--- src/rtl/opera_bus_pkg.sv ---
// Shared types and constants for the opera bus controller and its decoder.
package opera_bus_pkg;

   typedef logic [2:0] state_t;

   localparam state_t ST_IDLE     = 3'd0;
   localparam state_t ST_REG_STB  = 3'd1;
   localparam state_t ST_REG_WAIT = 3'd2;
   localparam state_t ST_EXT_WAIT = 3'd3;
   localparam state_t ST_DONE     = 3'd4;

   typedef enum logic [1:0] {
      SLV_MADAM = 2'd0,
      SLV_CLIO  = 2'd1,
      SLV_EXT   = 2'd2
   } slave_e;

   localparam logic [31:0] MADAM_BASE_DEF = 32'h0330_0000;
   localparam logic [31:0] CLIO_BASE_DEF  = 32'h0340_0000;
   localparam logic [31:0] TIMEOUT_FILL   = 32'hDEAD_BEEF;

   // Register windows are 64 KiB, so only the upper half-word identifies them.
   function automatic logic in_window(input logic [31:0] adr, input logic [31:0] base);
      return adr[31:16] == base[31:16];
   endfunction

endpackage

--- src/rtl/opera_addr_decode.sv ---
// Combinational address to slave-select decode for the MADAM / CLIO / external map.
module opera_addr_decode
   import opera_bus_pkg::*;
#(
   parameter logic [31:0] MADAM_BASE = MADAM_BASE_DEF,
   parameter logic [31:0] CLIO_BASE  = CLIO_BASE_DEF
)(
   input  logic [31:0] adr,
   output slave_e      slave
);

   always_comb begin
      slave = SLV_EXT;
      if (in_window(adr, MADAM_BASE)) begin
         slave = SLV_MADAM;
      end else if (in_window(adr, CLIO_BASE)) begin
         slave = SLV_CLIO;
      end
   end

endmodule

--- src/rtl/opera_bus_arb.sv ---
// Two-master, three-slave bus controller: round-robin arbitration, register strobes, ext Wishbone.
// Define OPERA_BUS_TIMEOUT_EN to force completion of external cycles that never see ext_ack.
//
// state       | meaning
// ST_IDLE     | no transaction; arbitrate and latch the winner's request
// ST_REG_STB  | single-cycle register strobe, register read data captured
// ST_REG_WAIT | register wait states counting down
// ST_EXT_WAIT | ext_stb held until ext_ack (or timeout when enabled)
// ST_DONE     | ack the owner, update last_grant, return to idle
module opera_bus_arb
   import opera_bus_pkg::*;
#(
   parameter int unsigned REG_WAIT   = 1,
   parameter int unsigned TIMEOUT    = 255,
   parameter logic [31:0] MADAM_BASE = MADAM_BASE_DEF,
   parameter logic [31:0] CLIO_BASE  = CLIO_BASE_DEF
)(
   input  logic        i_clk,
   input  logic        i_reset,
   input  logic        m0_cyc,
   input  logic        m0_stb,
   input  logic        m0_we,
   input  logic [31:0] m0_adr,
   input  logic [31:0] m0_dat_w,
   input  logic [3:0]  m0_sel,
   output logic [31:0] m0_dat_r,
   output logic        m0_ack,
   input  logic        m1_req,
   input  logic        m1_we,
   input  logic [31:0] m1_adr,
   input  logic [31:0] m1_dat_w,
   output logic [31:0] m1_dat_r,
   output logic        m1_ack,
   output logic        madam_rd,
   output logic        madam_wr,
   output logic        clio_rd,
   output logic        clio_wr,
   output logic [31:0] reg_adr,
   output logic [31:0] reg_dat_w,
   input  logic [31:0] madam_dat_r,
   input  logic [31:0] clio_dat_r,
   output logic        ext_stb,
   output logic        ext_we,
   output logic [31:0] ext_adr,
   output logic [31:0] ext_dat_w,
   output logic [3:0]  ext_sel,
   input  logic [31:0] ext_dat_r,
   input  logic        ext_ack,
   output logic        grant,
   output logic        busy,
   output logic        err_timeout
);

   localparam logic [15:0] REG_WAIT_CNT = 16'(REG_WAIT);
   localparam logic [15:0] TIMEOUT_CNT  = 16'(TIMEOUT);

   state_t      state_q, state_d;
   logic        owner_q, owner_d;
   logic        last_q, last_d;
   slave_e      slave_q, slave_d;
   logic        we_q, we_d;
   logic [31:0] adr_q, adr_d;
   logic [31:0] wdat_q, wdat_d;
   logic [3:0]  sel_q, sel_d;
   logic [31:0] hold_q, hold_d;
   logic [15:0] cnt_q, cnt_d;
   logic        err_q, err_d;
   logic [31:0] m0_dat_q, m0_dat_d;
   logic [31:0] m1_dat_q, m1_dat_d;

   logic        req0, req1, win;
   logic [31:0] win_adr, win_dat;
   logic        win_we;
   logic [3:0]  win_sel;
   slave_e      win_slave;
   logic        done, reg_stb;
   logic [31:0] done_dat;

   assign req0    = m0_cyc & m0_stb;
   assign req1    = m1_req;
   // On a tie the master that did not own the previous transaction wins.
   assign win     = (req0 & req1) ? ~last_q : req1;
   assign win_adr = win ? m1_adr   : m0_adr;
   assign win_dat = win ? m1_dat_w : m0_dat_w;
   assign win_we  = win ? m1_we    : m0_we;
   assign win_sel = win ? 4'hF     : m0_sel;

   opera_addr_decode #(
      .MADAM_BASE (MADAM_BASE),
      .CLIO_BASE  (CLIO_BASE)
   ) u_decode (
      .adr   (win_adr),
      .slave (win_slave)
   );

   // Pulses are gated by i_reset so a reset cycle never leaks a strobe or ack.
   assign done     = (state_q == ST_DONE) & ~i_reset;
   assign reg_stb  = (state_q == ST_REG_STB) & ~i_reset;
   assign done_dat = we_q ? 32'h0 : hold_q;

   assign m0_ack   = done & ~owner_q & m0_cyc;
   assign m1_ack   = done & owner_q;
   assign m0_dat_r = m0_ack ? done_dat : m0_dat_q;
   assign m1_dat_r = m1_ack ? done_dat : m1_dat_q;

   assign madam_rd = reg_stb & (slave_q == SLV_MADAM) & ~we_q;
   assign madam_wr = reg_stb & (slave_q == SLV_MADAM) &  we_q;
   assign clio_rd  = reg_stb & (slave_q == SLV_CLIO)  & ~we_q;
   assign clio_wr  = reg_stb & (slave_q == SLV_CLIO)  &  we_q;

   assign reg_adr     = adr_q;
   assign reg_dat_w   = wdat_q;
   assign ext_adr     = adr_q;
   assign ext_dat_w   = wdat_q;
   assign ext_we      = we_q;
   assign ext_sel     = sel_q;
   assign ext_stb     = (state_q == ST_EXT_WAIT) & ~i_reset;
   assign grant       = owner_q;
   assign busy        = state_q != ST_IDLE;
   assign err_timeout = err_q & ~i_reset;

   always_comb begin
      state_d  = state_q;
      owner_d  = owner_q;
      last_d   = last_q;
      slave_d  = slave_q;
      we_d     = we_q;
      adr_d    = adr_q;
      wdat_d   = wdat_q;
      sel_d    = sel_q;
      hold_d   = hold_q;
      cnt_d    = cnt_q;
      err_d    = 1'b0;
      m0_dat_d = m0_dat_q;
      m1_dat_d = m1_dat_q;
      case (state_q)
         ST_IDLE: begin
            if (req0 | req1) begin
               owner_d = win;
               slave_d = win_slave;
               we_d    = win_we;
               adr_d   = win_adr;
               wdat_d  = win_dat;
               sel_d   = win_sel;
               cnt_d   = TIMEOUT_CNT;
               state_d = (win_slave == SLV_EXT) ? ST_EXT_WAIT : ST_REG_STB;
            end
         end
         ST_REG_STB: begin
            hold_d = (slave_q == SLV_MADAM) ? madam_dat_r : clio_dat_r;
            if (REG_WAIT_CNT == 16'd0) begin
               state_d = ST_DONE;
            end else begin
               cnt_d   = REG_WAIT_CNT;
               state_d = ST_REG_WAIT;
            end
         end
         ST_REG_WAIT: begin
            if (cnt_q <= 16'd1) begin
               state_d = ST_DONE;
            end else begin
               cnt_d = cnt_q - 16'd1;
            end
         end
         ST_EXT_WAIT: begin
            if (ext_ack) begin
               hold_d  = ext_dat_r;
               state_d = ST_DONE;
            end
`ifdef OPERA_BUS_TIMEOUT_EN
            else if (cnt_q <= 16'd1) begin
               hold_d  = TIMEOUT_FILL;
               err_d   = 1'b1;
               state_d = ST_DONE;
            end else begin
               cnt_d = cnt_q - 16'd1;
            end
`endif
         end
         ST_DONE: begin
            last_d  = owner_q;
            state_d = ST_IDLE;
            if (m0_ack) m0_dat_d = done_dat;
            if (m1_ack) m1_dat_d = done_dat;
         end
         default: state_d = ST_IDLE;
      endcase
   end

   always_ff @(posedge i_clk) begin
      if (i_reset) begin
         state_q  <= ST_IDLE;
         owner_q  <= 1'b0;
         last_q   <= 1'b1;
         slave_q  <= SLV_MADAM;
         we_q     <= 1'b0;
         adr_q    <= 32'h0;
         wdat_q   <= 32'h0;
         sel_q    <= 4'h0;
         hold_q   <= 32'h0;
         cnt_q    <= 16'h0;
         err_q    <= 1'b0;
         m0_dat_q <= 32'h0;
         m1_dat_q <= 32'h0;
      end else begin
         state_q  <= state_d;
         owner_q  <= owner_d;
         last_q   <= last_d;
         slave_q  <= slave_d;
         we_q     <= we_d;
         adr_q    <= adr_d;
         wdat_q   <= wdat_d;
         sel_q    <= sel_d;
         hold_q   <= hold_d;
         cnt_q    <= cnt_d;
         err_q    <= err_d;
         m0_dat_q <= m0_dat_d;
         m1_dat_q <= m1_dat_d;
      end
   end

endmodule

--- config.mk ---
export PLATFORM = sky130hd
export DESIGN_NAME = opera_bus_arb
export DESIGN_NICKNAME = d
export VERILOG_FILES = /design/src/rtl/opera_bus_pkg.sv /design/src/rtl/opera_addr_decode.sv /design/src/rtl/opera_bus_arb.sv
export SDC_FILE = /design/constraint.sdc
export NUM_CORES = 1
export LEC_CHECK = 0
export ABC_AREA = 1
export BUFFER_PORTS_ARGS = -buffer_cell sky130_fd_sc_hd__buf_4
export CAP_MARGIN = 10
export CORE_AREA = 2 2 173 175
export CTS_CLUSTER_SIZE = 40
export DETAILED_ROUTE_END_ITERATION = 6
export DIE_AREA = 0 0 175 177
export PLACE_DENSITY = 0.67
export SLEW_MARGIN = 20
export SYNTH_ARGS = -nofsm -noshare
export SYNTH_HDL_FRONTEND = slang
export SYNTH_HIERARCHICAL = 1
export SYNTH_SLANG_ARGS = --single-unit
--- constraint.sdc ---
create_clock -name i_clk -period 4.5 [get_ports i_clk]
set_input_delay 0.9 -clock i_clk [delete_from_list [all_inputs] [get_ports i_clk]]
set_output_delay 0.9 -clock i_clk [all_outputs]
set_load 0.03 [all_outputs]
After elaboration in Yosys (flattened, before gate mapping)
Index checks and enable logic that the tools add are counted.

storage, ports and cells
  register bits = 188
  input bits = 236
  output and inout port bits = 207
  logic and storage cells = 75

cells by class
  add/sub/neg operators = 1
  $lt $le $gt $ge = 1
  eq/ne operators = 12
  multiplexer cells = 21
  bitwise gates (word level) = 19
  reductions and logical operators = 9

operators by type and width
  operator                                                         count
  two-way mux 32 bit                                               7
  case mux 32 bit (2 select lines)                                 1
  case mux 16 bit (3 select lines)                                 1
  equality test 16 x 10 -> 1 bit, second input constant            2
  two-way mux 16 bit                                               2
  less-or-equal comparator 16 x 1 -> 1 bit, second input constant  1
  subtractor 16 x 1 -> 16 bit, second input constant               1
  AND 1 bit                                                        14
  case mux 3 bit (4 select lines)                                  1
  two-way mux 3 bit                                                3
  inequality test 2 bit, second input constant                     4
  equality test 3 x 2 -> 1 bit, second input constant              2
  two-way mux 2 bit                                                3
  AND reduction 3 bit                                              2
  nonzero test 3 bit                                               2
  two-way mux 4 bit                                                1
  inverter 1 bit                                                   4
  AND reduction 2 bit                                              2
  equality test 3 x 1 -> 1 bit, second input constant              1
  equality test 3 bit, second input constant                       1
  logical NOT 3 bit                                                1
  equality test 2 x 1 -> 1 bit, second input constant              1
  equality test 2 bit, second input constant                       1
  logical NOT 2 bit                                                1
  other kinds (3)                                                  4

Longest topological paths before layout
  word-level depth = 11
  gate-level depth with buffers = 18
  mapped depth without buffers = 17

Cells and area by module
The synthesis kept the hierarchy.

modules (own cells, without submodules)
  module             times used  cells an instance  area an instance (um2)  seq. area each (um2)
  opera_bus_arb      1           1,382              9,542.9                 3,763.6
  opera_addr_decode  1           30                 117.6                   0.0

Least setup slack after synthesis
Ideal clock, no wire load.

  path kind = input to output
  start = input i_reset
  end = output clio_rd
  arrival time = 2.403 ns
  data required time = 3.600 ns
  setup slack = 1.197 ns
  stages on the path = 5
  buffers on the path = 2
  cells stage by stage = buf_2 -> inv_1 -> buf_2 -> nand3_1 -> nor4_1

between the ends
  cells in the longest elaborated chain, start to end = 4

ends and longest elaborated chain
  item                    line                  RTL
  start: declaration      opera_bus_arb.sv:19   input logic i_reset,
  inverter 1 bit          -
  AND 1 bit               opera_bus_arb.sv:98   assign reg_stb = (state_q == ST_REG_STB) & ~i_reset;
  AND 1 bit (2 in a row)  opera_bus_arb.sv:108  assign clio_rd = reg_stb & (slave_q == SLV_CLIO) & ~we_q;
  end: declaration        opera_bus_arb.sv:36   output logic clio_rd,

Every way passes these cells.

Final worst setup path
  start = input m0_cyc
  end = output m0_dat_r[29]

between the ends
  cells in the longest elaborated chain, start to end = 2

ends and longest elaborated chain
  item                line                  RTL
  start: declaration  opera_bus_arb.sv:20   input logic m0_cyc,
  AND 1 bit           opera_bus_arb.sv:101  assign m0_ack = done & ~owner_q & m0_cyc;
  two-way mux 32 bit  -
  end: declaration    opera_bus_arb.sv:26   output logic [31:0] m0_dat_r,

Every way passes these cells.

==> impl_metrics.env <==
export IMPL_synth_area_um2=9600
export IMPL_path_max_fanout=33
export IMPL_clockBufferDepth=2
export IMPL_tritoncts="built"
export IMPL_nFillCells=2945
export IMPL_clk_pin_slew_ns=0.07
export IMPL_syn_num_nets=1634
export IMPL_cts_sinks=188
export IMPL_ir_drop_mv=0.297
export IMPL_initial_utilization=0.328
export IMPL_drc=0
export IMPL_final_max_slew_violation_count=0
export IMPL_htreeDepth=4
export IMPL_layout_commonest_cell="buf_4"
export IMPL_path_class="in -> out"
export IMPL_cts_root_buf="clkbuf_16"
export IMPL_drt_wl_total_um=35000
export IMPL_syn_avg_cell_area_um2=6.88
export IMPL_grt_overflow=0
export IMPL_critPathRequiredTime_ns=3.60
export IMPL_fin_ws_ns=0.969
export IMPL_routed_top_layer="met4"
export IMPL_hold_violations=0
export IMPL_wl_met2_um=16400
export IMPL_rows=63
export IMPL_layout_drive_gt1_share=0.331
export IMPL_area_growth_syn_to_layout_pct=37.5
export IMPL_die_width_um=175
export IMPL_worst_pin_slew_ns=1.07
export IMPL_fin_crit_ns=3.53
export IMPL_cts_setup_buffers=0
export IMPL_gp_congestion=0.872
export IMPL_rsz0062_at_grt="no"
export IMPL_wl_met1_um=14900
export IMPL_dieArea_um2=31000
export IMPL_worstHoldPathType="reg -> reg"
export IMPL_max_cap_viol_count=0
export IMPL_multi_input_comb_area_um2=4320
export IMPL_tns_ns=0
export IMPL_fin_skew_ns=0.0204
export IMPL_fin_nets=1954
export IMPL_p_leak_nw=7.26
export IMPL_critPathCaptureType="output port"
export IMPL_slew_headroom=0.287
export IMPL_viasPerCell=4.73
export IMPL_grt_pass1_wl_um=52900
export IMPL_final_cell_mix="buf_4 (451), nand2_1 (289), dfxtp_1 (188), o21ai_0 (162), inv_1 (144)"
export IMPL_insertion_delay_ns=0.44
export IMPL_die_y_um=177
export IMPL_min_period_over_period=0.785
export IMPL_dp_slack_ns=0.981
export IMPL_gr_usage_all_layers=0.218
export IMPL_p_total_mw=6.36
export IMPL_layout_cells_non_filler=2119
export IMPL_antenna_found_initial=0
export IMPL_dp_cells=2087
export IMPL_grt_start_max_net_pins=114
export IMPL_antenna_cells=0
export IMPL_ant_nets=0
export IMPL_setup_viol=0
export IMPL_dr_wl_met3_um=2210
export IMPL_crit_arrival_ns=2.63
export IMPL_drt_iter0_drc=664
export IMPL_wire_per_inst_um=16.5
export IMPL_power_density_nw_per_um2=482
export IMPL_cp_start_kind="primary input"
export IMPL_fin_util=0.451
export IMPL_status="complete, no violations"
export IMPL_hpwl_um=26800
export IMPL_cts_buffers=17
export IMPL_timing_fmax_ghz=0.283
export IMPL_vias=10016
export IMPL_cts_hold_buf=0
export IMPL_drtPass1Iterations=7
export IMPL_fp_coreArea_um2=29200
export IMPL_synthCells=1396
export IMPL_grt_pass1_vias=9278
export IMPL_pin_count=443
export IMPL_io_buffers=441
export IMPL_post_cts_resized=0
export IMPL_yosys_warnings=6
export IMPL_seqCellArea_um2=3760
==> stage by stage <==
stage,hold slack (ns),instance area (µm²)
finish,0.482,13200
global route,0.536,13200
CTS,0.487,13200
detailed placement,0.475,12600
global placement,0.469,12600
floorplan,0.433,9600
==> worst paths after layout <==
path / startpoint / endpoint / slack, ns / depth (start not counted)
max reg2reg: last_q / state_q[1] / 1.86 / 15
min: cnt_q[9] / cnt_q[9] / 0.48 / 2
max: m0_cyc / m0_dat_r[29] / 0.97 / 9
min reg2reg: cnt_q[9] / cnt_q[9] / 0.48 / 2
==> cell type report <==
type,count,share of cell area
inverter,155,0.0441
tap,390,0.0370
timing repair buffer,452,0.258
multi-input combinational,902,0.327
clock buffer,17,0.0322
sequential,188,0.285
clock inverter,15,0.0163
==> where the power goes <==
part / switching (mW) / internal [mW]
registers: 0.215 / 1.93
clock network: 0.825 / 0.783
logic: 1.73 / 0.879
==> critical path: stages <==
cell and delay, ns:
buf_4 0.12, inv_1 0.07, nor2_1 0.07, nand2_4 0.40, inv_2 0.33, or2_2 0.37
o21ai_0 0.11, inv_1 0.07, buf_4 0.17
==> flip-flops by register name, summed over array words and instances (netlist names), 3 cells and up <==
name,flops
cnt_q,16
ext_adr,32
ext_dat_w,32
ext_sel,4
hold_q,32
m0_dat_q,32
m1_dat_q,32
state_q,3
==> metal layers <==
| layer | vias up | track usage |
|---|---|---|
| li1 | 5038 | - |
| met1 | 4596 | 0.276 |
| met2 | 333 | 0.351 |
| met3 | 49 | 0.0537 |
| met4 | 0 | 0.100 |
| met5 | - | 0 |
Note: power is estimated with default switching activity, not from simulation.
